[src/rtl/bbuf_loader_pkg.sv]
// Shared constants, FSM encoding and burst sizing helpers for the bias-buffer loader.
// Imported by bbuf_loader.

package bbuf_loader_pkg;

    localparam int MEM_DATA_WIDTH = 256;
    localparam int BUF_ADDR_WIDTH = 9;
    localparam int BUF_ID_W       = 2;
    localparam int MEM_ADDR_WIDTH = BUF_ADDR_WIDTH + BUF_ID_W;
    localparam int EXT_ADDR_W     = 32;
    localparam int MAX_BURST      = 16;
    localparam int LEN_W          = 5;
    localparam int ROW_CNT_W      = 10;

    localparam int BEATS_PER_ROW  = 4;
    localparam int BYTES_PER_BEAT = 32;

    // Beat totals are rows*4, so two extra bits over the row count.
    localparam int TOTAL_BEATS_W  = ROW_CNT_W + BUF_ID_W;

    typedef enum logic [1:0] {
        IDLE = 2'd0,
        REQ  = 2'd1,
        DATA = 2'd2,
        DONE = 2'd3
    } state_t;

    function automatic logic [LEN_W-1:0] burst_len(input logic [TOTAL_BEATS_W-1:0] remaining);
        if (remaining >= TOTAL_BEATS_W'(MAX_BURST)) begin
            return LEN_W'(MAX_BURST);
        end
        return remaining[LEN_W-1:0];
    endfunction

    function automatic logic [EXT_ADDR_W-1:0] burst_bytes(input logic [LEN_W-1:0] len);
        return EXT_ADDR_W'(len) << $clog2(BYTES_PER_BEAT);
    endfunction

endpackage

[src/rtl/bbuf_loader.sv]
// DMA-side write initiator: fetches bias rows from external memory in bursts
// and writes them into the banked bias buffer, four 256-bit beats per row.

module bbuf_loader
    import bbuf_loader_pkg::*;
(
    input  logic                      clk,
    input  logic                      reset,
    input  logic                      start,
    input  logic [EXT_ADDR_W-1:0]     cfg_ext_addr,
    input  logic [BUF_ADDR_WIDTH-1:0] cfg_buf_base,
    input  logic [ROW_CNT_W-1:0]      cfg_num_rows,
    output logic                      busy,
    output logic                      done,
    output logic                      rd_req_valid,
    input  logic                      rd_req_ready,
    output logic [EXT_ADDR_W-1:0]     rd_req_addr,
    output logic [LEN_W-1:0]          rd_req_len,
    input  logic                      rd_data_valid,
    output logic                      rd_data_ready,
    input  logic [MEM_DATA_WIDTH-1:0] rd_data,
    output logic                      mem_write_req,
    output logic [MEM_ADDR_WIDTH-1:0] mem_write_addr,
    output logic [MEM_DATA_WIDTH-1:0] mem_write_data
);

    state_t state, state_next;

    logic [EXT_ADDR_W-1:0]     ext_addr;
    logic [BUF_ADDR_WIDTH-1:0] buf_base;
    logic [TOTAL_BEATS_W-1:0]  beats_unreq;
    logic [LEN_W-1:0]          burst_left;
    // Only the low 11 bits of the beat index matter: the row part wraps mod 512 anyway.
    logic [MEM_ADDR_WIDTH-1:0] beat_idx;
    logic [BUF_ADDR_WIDTH-1:0] row_addr;

    logic req_fire;
    logic beat_fire;

    assign req_fire    = rd_req_valid && rd_req_ready;
    assign beat_fire   = rd_data_valid && rd_data_ready;
    assign rd_req_addr = ext_addr;
    assign rd_req_len  = burst_len(beats_unreq);
    assign row_addr    = buf_base + beat_idx[MEM_ADDR_WIDTH-1:BUF_ID_W];

    always_ff @(posedge clk) begin
        if (reset) begin
            state <= IDLE;
        end else begin
            state <= state_next;
        end
    end

    always_comb begin
        state_next    = state;
        busy          = (state != IDLE);
        done          = 1'b0;
        rd_req_valid  = 1'b0;
        rd_data_ready = 1'b0;
        case (state)
            IDLE: begin
                if (start) begin
                    state_next = (cfg_num_rows == '0) ? DONE : REQ;
                end
            end
            REQ: begin
                rd_req_valid = 1'b1;
                if (rd_req_ready) begin
                    state_next = DATA;
                end
            end
            DATA: begin
                rd_data_ready = 1'b1;
                if (rd_data_valid && burst_left == LEN_W'(1)) begin
                    state_next = (beats_unreq == '0) ? DONE : REQ;
                end
            end
            DONE: begin
                done       = 1'b1;
                state_next = IDLE;
            end
            default: state_next = IDLE;
        endcase
    end

    // Command bookkeeping: external address, unrequested beats and the live burst.
    always_ff @(posedge clk) begin
        if (reset) begin
            ext_addr    <= '0;
            buf_base    <= '0;
            beats_unreq <= '0;
            burst_left  <= '0;
            beat_idx    <= '0;
        end else begin
            case (state)
                IDLE: begin
                    if (start) begin
                        ext_addr    <= cfg_ext_addr;
                        buf_base    <= cfg_buf_base;
                        beats_unreq <= {cfg_num_rows, 2'b00};
                        burst_left  <= '0;
                        beat_idx    <= '0;
                    end
                end
                REQ: begin
                    if (req_fire) begin
                        ext_addr    <= ext_addr + burst_bytes(rd_req_len);
                        beats_unreq <= beats_unreq - TOTAL_BEATS_W'(rd_req_len);
                        burst_left  <= rd_req_len;
                    end
                end
                DATA: begin
                    if (beat_fire) begin
                        burst_left <= burst_left - LEN_W'(1);
                        beat_idx   <= beat_idx + MEM_ADDR_WIDTH'(1);
                    end
                end
                default: ;
            endcase
        end
    end

    // Single registered write stage; a pending write is simply dropped on reset.
    always_ff @(posedge clk) begin
        if (reset) begin
            mem_write_req  <= 1'b0;
            mem_write_addr <= '0;
            mem_write_data <= '0;
        end else begin
            mem_write_req <= beat_fire;
            if (beat_fire) begin
                mem_write_addr <= {row_addr, beat_idx[BUF_ID_W-1:0]};
                mem_write_data <= rd_data;
            end
        end
    end

endmodule
[config.mk]
export PLATFORM = sky130hd
export DESIGN_NAME = bbuf_loader
export DESIGN_NICKNAME = d
export VERILOG_FILES = /design/src/rtl/bbuf_loader_pkg.sv /design/src/rtl/bbuf_loader.sv
export SDC_FILE = /design/constraint.sdc
export NUM_CORES = 1
export LEC_CHECK = 0
export BUFFER_PORTS_ARGS = -buffer_cell sky130_fd_sc_hd__buf_2
export CAP_MARGIN = 20
export CORE_AREA = 2 2 244 246
export DETAILED_ROUTE_END_ITERATION = 10
export DIE_AREA = 0 0 246 248
export GPL_TIMING_DRIVEN = 0
export PLACE_DENSITY = 0.45
export SLEW_MARGIN = 15
export SYNTH_ARGS = -nofsm -noshare
export SYNTH_HDL_FRONTEND = slang
export SYNTH_SLANG_ARGS = --single-unit
[constraint.sdc]
create_clock -name clk -period 3.2 [get_ports clk]
set_clock_uncertainty 0.2 [all_clocks]
set_input_delay 0.8 -clock clk [delete_from_list [all_inputs] [get_ports clk]]
set_output_delay 0.8 -clock clk [all_outputs]
set_load 0.01 [all_outputs]
==> results of run 1 <==
==> synth_stat cells, types with 8 or more instances <==
master | instances | area [um2]
a211oi_1 | 9 | 67.6
a21oi_1 | 304 | 1520
and3_1 | 12 | 75.1
buf_1 | 13 | 48.8
buf_2 | 8 | 40.0
clkbuf_1 | 99 | 372
dfxtp_1 | 339 | 6790
ha_1 | 22 | 275
inv_1 | 21 | 78.8
mux2i_1 | 22 | 220
nand2_1 | 596 | 2240
nand3_1 | 14 | 70.1
nand4_1 | 10 | 62.6
nor2_1 | 44 | 165
nor2b_1 | 10 | 62.6
nor3_1 | 8 | 40.0
o2111ai_1 | 10 | 87.6
o21ai_0 | 11 | 55.1
o21ai_1 | 16 | 80.1
xnor2_1 | 11 | 96.3
xor2_1 | 12 | 105
==> power groups by stage <==
stage	registers, mW	logic (mW)	clock network (mW)
2_1_floorplan	5.52	2.53	0
4_1_cts	5.31	4.78	4.97
5_1_grt	5.40	5.28	5.14
6_report	5.32	4.80	4.81
3_3_place_gp	5.37	4.67	0
3_5_place_dp	5.39	4.69	0
==> sequential cells by signal, indices dropped and copies added (netlist names) <==
register        count
mem_write_data    256
rd_req_addr        32
beats_unreq        12
beat_idx           11
mem_write_addr     11
buf_base            9
burst_left          5
state               2
mem_write_req       1
==> cells by family after synthesis <==
logic type                 count (synthesis)  synth area share, %
AOI/OAI and AO/OA                        425                 17.9
muxes                                     23                 1.69
and+or+nand+nor                          751                 23.1
other                                      1               0.0273
buffers and inverters                    146                 4.15
DFF                                      339                 49.4
xor gates and xnor gates                  23                 1.47
adders and majority gates                 24                 2.30
==> layout make-up <==
class | instances | share of cell area, %
sequential | 339 | 35.1
multi-input combinational | 1247 | 33.2
timing repair buffer | 627 | 16.4
clock buffer | 59 | 6.23
tap | 773 | 5.00
buffer | 121 | 2.54
clock inverter | 14 | 0.899
inverter | 24 | 0.465
antenna | 10 | 0.129
==> per-stage QoR <==
step / area, um2 / std cells / total power [mW]
after global routing: 19300 / 3210 / 15.8
after floorplan: 13700 / 1732 / 8.05
after CTS: 19200 / 3200 / 15.1
after detailed placement: 17800 / 3124 / 10.1
final: 19400 / 3214 / 14.9
after global placement: 17800 / 3124 / 10.0
==> tightest hold or removal path: stages, from the launching register on <==
cell and delay, ns:
dfxtp_1 0.30, nand2_1 0.05, a21oi_1 0.05
==> layer usage <==
layer  routed length, um  part of all wire [%]
met1               25700                    41
met2               29300                    47
met3                4820                   7.8
met4                2090                   3.4
met5                  69                  0.11
==> path summary, 6_finish.rpt <==
| check | cells after the start | end | startpoint | slack, ns |
|---|---|---|---|---|
| hold reg to reg | 2 | mem_write_data[159] | mem_write_data[159] | 0.25 |
| hold / removal | 2 | mem_write_data[159] | mem_write_data[159] | 0.25 |
| setup reg to reg | 14 | rd_req_addr[25] | beats_unreq[5] | 0.07 |
| setup / recovery | 14 | rd_req_addr[25] | beats_unreq[5] | 0.07 |
==> timing repair <==
item	in CTS	in global routing
endpoints found under the setup margin	78	19
cloned	0	1
pin swaps	3	6
setup buffers	4	3
resized for setup	10	17
==> metrics.txt, run 1 <==
Logic pwr share 32.2%; Layout Nets around 2700; Bufs and invs on worst path 3; Yosys cell types 75; maxcap violations 0; routed vias 14781; CTS Buf Count 42; Primary FF master, synth dfxtp_1; CTS clk-pin slew, worst paths 0.06 ns; Die X ~250 um; Worst Hold Class register to register; first-iteration detailed-routing DRC count 658; Slowest cell on crit path dfxtp_4; CTS Sinks 339; initial antenna violation count 14; die area 61000 um2; synth warn 0; syn avg cell area 7.93 um2; Leakage approximately 8.3 nW; RSZ-0062 raised after global routing true; Critical Path, Cell by Cell nor4_4, nand2_2, nor2_4, and2_4, ha_4, inv_1, fa_2, nor2b_2, o31a_1, buf_4, buf_8, o211ai_1, nor4_2, a211oi_1; first drt pass iteration count 5; Routability Congestion 0.876; TNS Setup 0 ns; initial core utilization 23.5%; I/O Pins 621; Worst setup EP type register; core box area 58500 um2; vias in the first global route 14046; met2 Use GR a little under a third; cts hold-fix bufs 0; vias per cell around 4.6; final setup violation count 0; Die H 248 um; later-pin clock latency in the skew report ~0.56 ns; synthesized area 13700 um2; Max Clock Freq 0.319 GHz; #FFs+latches synth around 340; root buffer cell clkbuf_16; Peak supply drop around 0.36 mV; Async S/R FF share, synth 0%; Final WS setup ~0.069 ns; most common cell after layout, fill and taps aside buf_2; num rows 89; number of I/O port buffers 619; hold_ws 0.249 ns; status finished, final reports clean; Seq/Total Area, Yosys 49.4%; area of the multi-input gates about 6400 um2; busiest grt layer met2; Clk network pwr share 32.2%; met3 global-route usage 5.48%; first-pass GRT wire length around 90000 um; Worst Tran Pin Value 0.910 ns; Period Utilization, post-route between 90 and 100%; Area Growth Syn to Fin 41.0%; Syn Inst Count 1732; largest net degree at the start of global routing 12; routed wire length 62000 um; mean routed wirelength per cell 19.3 um; CP required ~3.4 ns; Seq. cell area roughly 6800 um2; Slew HR 39.0%; CP Launch Type register; sw frac 37.3%; min cycle time layout 3.13 ns; GRT Residual Overflow 0; DRC viols 0; CTS tree built; final hold vios 0; deepest clock path buffer count 3; Slew Viols, Final 0; number of fill cells in the layout 6388; worst path arrival time 3.37 ns; Worst path max stage delay 0.38 ns; share of layout cells above drive strength 1 between 30% and 40%; Post-Syn Nets 2068; H-tree depth 2; most frequent cells in the layout buf_2, nand2_1, dfxtp_1; critical path's top delay family simple AND/OR/NAND/NOR gates; met1 usage 23.6%; kind of critical path register to register; HPWL Detailed between 40000 and 50000 um; pwr dens 772 nW/um2; Internal between 9 and 10 mW; final core occ 33.1%; Place WS -0.615 ns; Seq pwr share 35.6%; antenna-violating nets left 0; GRT Resource Usage Total 19.0%; P_sw 5.57 mW; CP max FO 8; Post-synth EDFFs 0
Power figures use the tool's default switching activity.
==> inputs of run 2 (changes only) <==
PLACE_DENSITY = 0.5   (was 0.45)
RECOVER_POWER = 25   (was not set)
==> run 2 against run 1 <==
Against the previous run: register-to-register slack barely moved; critical path depth did not move; setup slack improved by 0.0067 ns; total power fell by 0.86%; utilization fell by 0.39 points; flip-flop and latch count did not move; clock power fell by 1%; critical endpoint unchanged; highest routed layer unchanged.
==> metrics.txt, run 2 (synthesis gave the netlist of run 1 again) <==
status finished, final reports clean; initial antenna violation count 9; Worst Hold Class register to register; GRT Resource Usage Total 18.3%; Place WS -0.624 ns; Largest register FFs roughly 260; Max Clock Freq about 0.32 GHz; root buffer cell clkbuf_16; Worst Tran Pin Value 0.930 ns; CTS tree built; Slowest cell on crit path fa_2; placed insts 3124; busiest grt layer met2; first drt pass iteration count 7; hold_ws roughly 0.25 ns; Slew Viols, Final 0; die area 61000 um2; most common cell after layout, fill and taps aside nand2_1; GRT Residual Overflow 0; most frequent cells in the layout nand2_1, buf_2, dfxtp_1; met3 global-route usage 5.03%; area of the multi-input gates about 6400 um2; CP required approximately 3.4 ns; CP startpoint beats_unreq[6]; Peak supply drop 0.357 mV; Worst path max stage delay 0.39 ns; Largest Register mem_write_data; routed wire length roughly 60000 um; Critical Path, Cell by Cell nor4_4, nand2_2, nor2_4, and2_4, ha_4, inv_2, fa_2, nor2b_2, o31a_1, buf_4, buf_8, o211ai_1, nor4_1, a211oi_1; later-pin clock latency in the skew report 0.56 ns; min cycle time layout 3.12 ns; critical path depth 14; critical path's top delay family simple AND/OR/NAND/NOR gates; Layout Nets 2742; Area Growth Syn to Fin 39.4%; H-tree depth 2; CP Launch Type register; maxcap violations 0; Routability Congestion 0.896; vias in the first global route roughly 14000; vias per cell 4.60; largest net degree at the start of global routing 13; hold path startpoint mem_write_addr[7]; CTS Sinks 339; routed vias 14772; Period Utilization, post-route 97.6%; reg2reg start beats_unreq[6]; met1 usage 22.6%; pwr dens 774 nW/um2; initial core utilization 23.5%; number of fill cells in the layout 6441; share of layout cells above drive strength 1 a little under a quarter; Final WS setup 0.0756 ns; Die X ~250 um; Slew HR 38.0%; Seq. cell area 6800 um2; antenna-violating nets left 0; kind of critical path register to register; DRC viols 0; final setup violation count 0; Layout Cells excl Fill 3211; TNS Setup 0 ns; core box area just under 60000 um2; CTS clk-pin slew, worst paths approximately 0.060 ns; mean routed wirelength per cell 18.5 um; HPWL Detailed 46200 um; first-pass GRT wire length 85200 um; RSZ-0062 raised after global routing true; first-iteration detailed-routing DRC count 674; worst path arrival time 3.36 ns; CTS Buf Count 41; deepest clock path buffer count 3; Leakage between 7 and 8 nW; I/O Pins 621; met2 Use GR 30.2%; Die H 248 um; final core occ 32.7%; number of I/O port buffers 619; num rows 89; FF-to-FF path depth 14; hold-critical path depth 2; CP max FO 5; Bufs and invs on worst path 3; final hold vios 0; Worst setup EP type register
==> run 2: metal layers <==
metal	vias up	wire length, um
li1	7210	-
met1	6806	24700
met2	618	28000
met3	126	4770
met4	12	2040
met5	-	80
==> run 2: final cells by class <==
class / count / share of cell area, %
inverter: 24 / 0.471
clock inverter: 12 / 0.772
antenna: 2 / 0.0262
buffer: 121 / 2.58
tap: 773 / 5.06
multi-input combinational: 1247 / 33.5
timing repair buffer: 632 / 15.8
sequential: 339 / 35.5
clock buffer: 61 / 6.28
==> run 2: power breakdown <==
part           internal, mW  leakage (nW)  switching [mW]  total, mW
clock network          2.84         0.660            1.92       4.75
logic                  1.63          4.23            3.12       4.75
registers              4.83          2.75           0.476       5.31
total                  9.30          7.64            5.51       14.8
==> run 2: worst min-delay path: stages (launching register included) <==
cell,delay (ns)
dfxtp_1,0.30
nand2_1,0.05
a21oi_1,0.05
==> run 2: path summary, 6_finish.rpt <==
| check | end | slack [ns] |
|---|---|---|
| max reg2reg | rd_req_addr[25] | 0.08 |
| max | rd_req_addr[25] | 0.08 |
| min | mem_write_addr[7] | 0.25 |
| min reg2reg | mem_write_addr[7] | 0.25 |
==> run 2: timing repair <==
action,CTS,global route
gates cloned,0,1
pin swaps,3,8
hold endpoints to repair,0,0
setup buffers,3,9
endpoints found under the setup margin,183,55
hold buffers,0,0
resized for setup,10,24
==> run 2: through the flow <==
stage / instance area, um2 / total power, mW
floorplan: 13700 / 8.05
global placement: 17800 / 9.97
detailed placement: 17800 / 10.0
CTS: 19200 / 14.9
global route: 19100 / 15.7
finish: 19100 / 14.8
